## config.mk

```make
export PLATFORM = sky130hd
export DESIGN_NAME = cpu_multicycle
export DESIGN_NICKNAME = d
export VERILOG_FILES = /design/src/rtl/cpu_multicycle.sv
export SDC_FILE = /design/constraint.sdc
export NUM_CORES = 1
export LEC_CHECK = 0
export BUFFER_PORTS_ARGS = -buffer_cell sky130_fd_sc_hd__buf_2
export CAP_MARGIN = 40
export CELL_PAD_IN_SITES_DETAIL_PLACEMENT = 1
export CELL_PAD_IN_SITES_GLOBAL_PLACEMENT = 2
export CORE_MARGIN = 3
export CORE_UTILIZATION = 29
export DETAILED_ROUTE_END_ITERATION = 12
export PLACE_DENSITY = 0.78
export SYNTH_ARGS = -nofsm -noshare
export SYNTH_HDL_FRONTEND = slang
export SYNTH_SLANG_ARGS = --single-unit
```

## constraint.sdc

```tcl
create_clock -name clk -period 2.7 [get_ports clk]
set_input_delay 0.27 -clock clk [delete_from_list [all_inputs] [get_ports clk]]
set_output_delay 0.27 -clock clk [all_outputs]
set_load 0.01 [all_outputs]
```

## src/rtl/cpu_multicycle.sv

```systemverilog
// cpu_multicycle: accumulator CPU with a FETCH/DECODE/OPFETCH/EXEC/HALT sequencer
// over a req/ready memory port. Define CPU_CARRY_EN to enable flag_c and the JC opcode.
module cpu_multicycle #(
    parameter int DATA_W = 8,
    parameter int ADDR_W = 8
) (
    input  logic              clk,
    input  logic              reset,
    output logic              mem_req,
    output logic              mem_we,
    output logic [ADDR_W-1:0] mem_addr,
    output logic [DATA_W-1:0] mem_wdata,
    input  logic [DATA_W-1:0] mem_rdata,
    input  logic              mem_ready,
    output logic [DATA_W-1:0] out_data,
    output logic              out_valid,
    output logic              halted,
    output logic [ADDR_W-1:0] pc,
    output logic              flag_z,
    output logic              flag_c,
    output logic [2:0]        state_dbg
);

    localparam logic [2:0] S_FETCH   = 3'd0;
    localparam logic [2:0] S_DECODE  = 3'd1;
    localparam logic [2:0] S_OPFETCH = 3'd2;
    localparam logic [2:0] S_EXEC    = 3'd3;
    localparam logic [2:0] S_HALT    = 3'd4;

    localparam logic [3:0] OP_LDA = 4'd1;
    localparam logic [3:0] OP_ADD = 4'd2;
    localparam logic [3:0] OP_SUB = 4'd3;
    localparam logic [3:0] OP_STA = 4'd4;
    localparam logic [3:0] OP_OUT = 4'd5;
    localparam logic [3:0] OP_JMP = 4'd6;
    localparam logic [3:0] OP_JEZ = 4'd7;
    localparam logic [3:0] OP_JNZ = 4'd8;
    localparam logic [3:0] OP_LDI = 4'd9;
`ifdef CPU_CARRY_EN
    localparam logic [3:0] OP_JC  = 4'd10;
`endif
    localparam logic [3:0] OP_HLT = 4'd15;

    logic [2:0]        state;
    logic [3:0]        ir;
    logic [DATA_W-1:0] operand;
    logic [DATA_W-1:0] acc;
    logic              boot;
    logic              needs_operand;
    logic              mem_op;
    logic              mem_done;
    logic [ADDR_W-1:0] op_addr;

`ifdef CPU_CARRY_EN
    logic carry;
    assign flag_c = carry;
`else
    assign flag_c = 1'b0;
`endif

    assign op_addr   = operand[ADDR_W-1:0];
    assign flag_z    = (acc == '0);
    assign halted    = (state == S_HALT);
    assign state_dbg = state;
    assign mem_op    = (ir == OP_LDA) || (ir == OP_ADD) || (ir == OP_SUB) || (ir == OP_STA);

    always_comb begin
        needs_operand = 1'b0;
        case (ir)
            OP_LDA, OP_ADD, OP_SUB, OP_STA,
            OP_JMP, OP_JEZ, OP_JNZ, OP_LDI: needs_operand = 1'b1;
`ifdef CPU_CARRY_EN
            OP_JC:                          needs_operand = 1'b1;
`endif
            default:                        needs_operand = 1'b0;
        endcase
    end

    // Memory handshake: a transfer is offered while mem_req=1 and completes at the
    // rising edge where mem_ready=1; until then req/we/addr/wdata hold steady because
    // they depend only on state, ir, operand, pc and acc, none of which move while waiting.
    // The first cycle after reset (boot) issues no request.
    always_comb begin
        mem_req   = 1'b0;
        mem_we    = 1'b0;
        mem_addr  = pc;
        mem_wdata = acc;
        case (state)
            S_FETCH:   mem_req = !boot;
            S_OPFETCH: mem_req = 1'b1;
            S_EXEC: begin
                if (mem_op) begin
                    mem_req  = 1'b1;
                    mem_we   = (ir == OP_STA);
                    mem_addr = op_addr;
                end
            end
            default: mem_req = 1'b0;
        endcase
    end

    assign mem_done = mem_req && mem_ready;

    always_ff @(posedge clk) begin
        if (reset) begin
            state     <= S_FETCH;
            pc        <= '0;
            acc       <= '0;
            ir        <= '0;
            operand   <= '0;
            out_data  <= '0;
            out_valid <= 1'b0;
            boot      <= 1'b1;
`ifdef CPU_CARRY_EN
            carry     <= 1'b0;
`endif
        end else begin
            boot      <= 1'b0;
            out_valid <= 1'b0;
            case (state)
                S_FETCH: begin
                    if (mem_done) begin
                        ir    <= mem_rdata[3:0];
                        pc    <= pc + ADDR_W'(1);
                        state <= S_DECODE;
                    end
                end
                S_DECODE: begin
                    if (ir == OP_HLT) begin
                        state <= S_HALT;
                    end else if (needs_operand) begin
                        state <= S_OPFETCH;
                    end else begin
                        if (ir == OP_OUT) begin
                            out_valid <= 1'b1;
                            out_data  <= acc;
                        end
                        state <= S_FETCH;
                    end
                end
                S_OPFETCH: begin
                    if (mem_done) begin
                        operand <= mem_rdata;
                        pc      <= pc + ADDR_W'(1);
                        state   <= S_EXEC;
                    end
                end
                S_EXEC: begin
                    if (mem_op) begin
                        if (mem_done) begin
                            case (ir)
                                OP_LDA: acc <= mem_rdata;
`ifdef CPU_CARRY_EN
                                OP_ADD: {carry, acc} <= {1'b0, acc} + {1'b0, mem_rdata};
                                OP_SUB: begin
                                    carry <= (acc < mem_rdata);
                                    acc   <= acc - mem_rdata;
                                end
`else
                                OP_ADD: acc <= acc + mem_rdata;
                                OP_SUB: acc <= acc - mem_rdata;
`endif
                                default: ;
                            endcase
                            state <= S_FETCH;
                        end
                    end else begin
                        case (ir)
                            OP_LDI: acc <= operand;
                            OP_JMP: pc <= op_addr;
                            OP_JEZ: if (flag_z) pc <= op_addr;
                            OP_JNZ: if (!flag_z) pc <= op_addr;
`ifdef CPU_CARRY_EN
                            OP_JC:  if (carry) pc <= op_addr;
`endif
                            default: ;
                        endcase
                        state <= S_FETCH;
                    end
                end
                S_HALT:  state <= S_HALT;
                default: state <= S_FETCH;
            endcase
        end
    end

endmodule

```

# After elaboration in Yosys (flattened, before gate mapping)
# Memory sizes are Yosys's and may differ from the RTL's. A register that Yosys moved wholly into a read port is not among the register bits.
# Index checks and enable logic that the tools add are counted.
# word_totals
input_bits,11
wordCells,83
regBits,41
out_inout_bits,41
romBits,16
n_memories,1
# mem_list
memory,words,width,read_ports,rd_clocked_by_memory_dff,wr,line,source
(name not given),16,1,1,1,0,69,case (ir)
# classes
muxes,27
n_eq_ne,24
n_bitwise,3
reduce_logical,17
addsub,3
# op_table
operator,n
$mux 8,9
$pmux 8 s3,2
$eq 4x3->1 const B,4
$pmux 8 s2,1
$mux 3,5
$pmux 3 s5,1
$eq 4x4->1 const B,3
$ne 3x3->1 const B,3
$add 8x1->8 const B,1
$add 8x8->8,1
$eq 4x2->1 const B,2
$logic_not 8->1,1
$mux 4,2
$reduce_and 4->1,2
$sub 8x8->8,1
$eq 3x2->1 const B,2
$ne 2x2->1 const B,3
$reduce_and 6->1,1
$mux 1,5
$eq 4x1->1 const B,1
$ne 2x1->1 const B,2
$ne 4x1->1 const B,1
$ne 4x2->1 const B,1
$reduce_and 2->1,2
13 further kinds,18

# Depth between registers and ports, before layout
# logic_depth
ltp_word,10
mapped_depth,13
mapped_depth_nobuf,11

# Worst setup path after synthesis
# OpenSTA, ideal clock, no wires.
# synth_timing
path_type,register to register
start,register ir[2]
end,"register acc[5], in the netlist mem_wdata[5]"
n_path_buf,2
stages_incl_launch_ff,13
path_slack_ns,0.075
setup_time_ns,0.091
t_arrival_ns,2.533
path_cell_list,dfxtp_1 clkbuf_1 nor2_1 and3_1 clkbuf_1 mux2i_1 ha_1 nor2b_1 o21ai_0 o211ai_1 xnor2_1 nand2_1 a311oi_1
# synth_between
elab_chain_len,9
word_cells_on_any_way,18
cone_classes,7 x eq/ne; 5 x mux; 6 x reduce/logical
# synth_rtl
element,line,source
"start, declared",45,logic [3:0] ir;
"start signal, assigned",123,ir <= mem_rdata[3:0];
$eq 4x1->1 or $eq 4x2->1 (tied branches),"65, 151",
$logic_or 1x1->1 (3 in a row),65,assign mem_op = (ir == OP_LDA) || (ir == OP_ADD) || (ir == OP_SUB) || (ir == OP_STA);
$mux 1,92,if (mem_op) begin
$pmux 1 s3,88,case (state)
$logic_and 1x1->1,102,assign mem_done = mem_req && mem_ready;
$ne 2x1->1 (no source line),-,
$reduce_and 4->1 (no source line),-,
"end signal, assigned",152,OP_LDA: acc <= mem_rdata;
"end signal, assigned",160,OP_ADD: acc <= acc + mem_rdata;
"end signal, assigned",161,OP_SUB: acc <= acc - mem_rdata;
"end, declared",47,logic [DATA_W-1:0] acc;
# Several ways; a longest one is shown, not always the timed one. The select of a mux whose other input is x is not followed.
# A chain may end at the register's enable or synchronous reset.

# Worst setup path after layout
# layout_timing
start,"register state[0], in the netlist state_dbg[0]"
end,output mem_addr[6]
# layout_between
elab_chain_len,2
# layout_rtl
element,line,source
"start, declared",44,logic [2:0] state;
"start signal, assigned",106,state <= S_FETCH;
"start signal, assigned",125,state <= S_DECODE;
"start signal, assigned",130,state <= S_HALT;
$eq 3x2->1,88,
$mux 8,88,
"end, declared",11,"output logic [ADDR_W-1:0] mem_addr,"
# Every way passes these cells.

==> results.txt <==
status = finished clean
CTS tree = done
H-tree depth = 2
final WL = 8870 um
filler cell count = 1110
Worst-path clk slew = 0.08 ns
skew final = 0.00359 ns
Chip Width = 102 um
height of the die = 102 um
1st-iter DRT viols = 148
Fin. Hold Viols = 0
flops & latches, synth = 42
Reg-to-Reg Start = ir[2]
commonest non-fill, non-tap cells in the layout = 50 x buf_2, 47 x nor2_1, 46 x nand2_1
global-route wire length before repair = 14200 um
CP Cell Sequence = nor2b_1 > and2_1 > buf_4 > nand2_1 > nand2_1 > nand2_1 > buf_2
cts repair resizes = 0
Leak = 0.00137 uW
CP Capture Type = output pin
period utilization = 90.9%
RePlAce Congestion = 0.796
count of pins over their slew limit = 0
sequential fraction of the synthesis area = 31.1%
die area = 0.0105 sq mm
NetSw = 363 uW
layout cell share with drive strength beyond 1 = 21.3%
clock network fraction of design power = 38.4%
TNS Setup = 0 ns
port bufs = 50
# setup viols final = 0
CORE AREA = 0.00889 sq mm
Max VDD drop = 203 uV
pwr/cell area = 420 mW/mm^2
combinational share of power = 14.0%
Global Route Usage Sum = 17.5%
HP Start = mem_rdata[7]
Crit-path slowest cell = dfxtp_1
n_diodes = 0
initial core utilization = 30.4%
drt first pass iters = 4
hold_buf cts = 0
Post-Layout Cell Count = 503
post-CTS setup buffer count = 0
Worst slew margin = 56.6%
most common cell after layout, fill and taps aside = buf_2
Max stage delay on crit path = 0.48 ns
unrepaired setup endpoints after global routing = false
Critical Path AT = 2.18 ns
post-DR vias/cell = 5.25
Setup CP Type = reg -> out
drt wl/cell = 17.6 um
dpl cell area = 0.00308 sq mm
crit path time final = 2.45 ns
CP required = 2.43 ns
Clock Path Buffers = 2
hpwl dp = 6700 um
Max-cap violations = 0
Max Clk Rate = 407 MHz
antenna viol nets, final = 0
Clk Tree Root Cell = clkbuf_8
Async SR Flop Fraction = 0%
Ys Warns = 0
Syn Nets = 368
switch share = 27.1%
WHS = 0.290 ns
CP Launch Type = flip-flop
Sequential Power Share = 47.5%
Cell Area, Synth = 0.00270 sq mm
clk_lat worst skew = 0.30 ns
IO Count = 52
synthesis-to-finish area growth = 18.0%
Crit. Startpoint = state_dbg[0]
HP Class = in -> reg
DRC errors left = 0
cells after synthesis = 347
fin area = 0.00319 sq mm
Core Rows = 34
via count = 2641
maximum fanout along the worst path = 14
number of synthesized flops with an enable pin = 0
post-synth cell types = 54
largest net degree at the start of global routing = 34
Congestion Overflow GR = 0
Placed Cells = 495
initial antenna violation count = 0
top_reg_cell synth = dfxtp_1
CTS Buf Count = 5
vias in the first global route = 2671
Least-Margin Pin Slew = 0.650 ns
reg2reg setup slack = 0.32 ns
Layout Nets = 415
P_int = 976 uW
clock sink count = 42
syn_area_per_cell = 7.78 sq um
Worst path most repeated cell = nand2_1
area by class of cell:
cell class | count | area, sq um | share of cell area, %
clock buffer | 6 | 72.6 | 2.28
clock inverter | 2 | 37.5 | 1.18
multi-input combinational | 270 | 1700 | 53.5
timing repair buffer | 64 | 355 | 11.2
sequential | 42 | 841 | 26.4
inverter | 11 | 41.3 | 1.30
tap | 108 | 135 | 4.24
power groups by stage:
stage               sequential [uW]  combinational [uW]  clock (uW)
finish                          636                 188         514
global route                    638                 210         563
CTS                             636                 188         538
detailed placement              651                 187           0
global placement                650                 183           0
floorplan                       649                 130           0
worst max-delay path, delay by kind of cell, from the launching register on:
kind,cells,cell delay (ns)
simple gates,5,1.02
flops,1,0.48
buf+inv,2,0.38
cell usage after synthesis (2+ instances only):
library cell | number | share of area, %
nor2b_1 | 2 | 0.46
o211ai_1 | 3 | 0.83
a21oi_1 | 29 | 5.4
or4_4 | 2 | 0.83
inv_1 | 11 | 1.5
o21a_1 | 2 | 0.56
o32a_1 | 2 | 0.74
buf_2 | 4 | 0.74
mux2i_1 | 22 | 8.2
o22ai_1 | 2 | 0.46
nand4b_1 | 2 | 0.65
nor3_1 | 13 | 2.4
a311oi_1 | 2 | 0.65
nor2_1 | 47 | 6.5
o32ai_2 | 4 | 2.4
nor3b_1 | 2 | 0.56
clkbuf_1 | 17 | 2.4
ha_1 | 9 | 4.2
a22oi_1 | 4 | 1.1
o21ai_0 | 7 | 1.3
nand3_1 | 11 | 2.0
nand4_1 | 2 | 0.46
a211oi_1 | 2 | 0.56
a211o_1 | 2 | 0.65
dfxtp_1 | 42 | 31
nand2_1 | 46 | 6.4
xnor2_1 | 12 | 3.9
a31oi_1 | 2 | 0.46
nor4_1 | 4 | 0.93
nand2b_1 | 7 | 1.6
and3_1 | 5 | 1.2
and2_1 | 4 | 0.93
per-layer routing:
layer	wire length (um)	GRT usage [%]	part of all wire [%]
met2	4030	28.8	45
met1	4480	23.8	50
met4	72	4.34	0.81
met3	290	2.84	3.3
met5	0	0	0
path summary, 6_finish.rpt:
check,endpoint,cells after the start
max,mem_addr[6],7
min,op_addr[7],3
max reg2reg,mem_wdata[5],11
min reg2reg,out_data[0],2
registers in the layout, summed over array words and instances (netlist names):
signal,count
mem_wdata,8
op_addr,8
out_data,8
pc,8
ir,4
state_dbg,3
boot,1
needs_operand,1
out_valid,1
metrics by stage:
| stage | total power [uW] | worst slack (ns) | util [%] |
|---|---|---|---|
| 6_report | 1340 | 0.245 | 35.8 |
| 5_1_grt | 1410 | 0.0121 | 35.8 |
| 4_1_cts | 1360 | 0.257 | 35.8 |
| 3_5_place_dp | 838 | 0.272 | 34.6 |
| 3_3_place_gp | 833 | 0.361 | 34.6 |
| 2_1_floorplan | 779 | 0.0753 | - |
cells by family (layout without fill, tap and decap cells):
logic type	count (synthesis)	after routing	synth area share, %
AO/OA/AOI/OAI	70	70	18.5
XOR/XNOR	12	12	3.89
adder cells (fa/ha/maj)	10	10	4.91
buffers and inverters	35	83	5.79
flip-flops	42	42	31.1
multiplexers	22	22	8.16
other	1	1	0.139
AND/OR/NAND/NOR	155	155	27.5
Power figures use the tool's default switching activity.
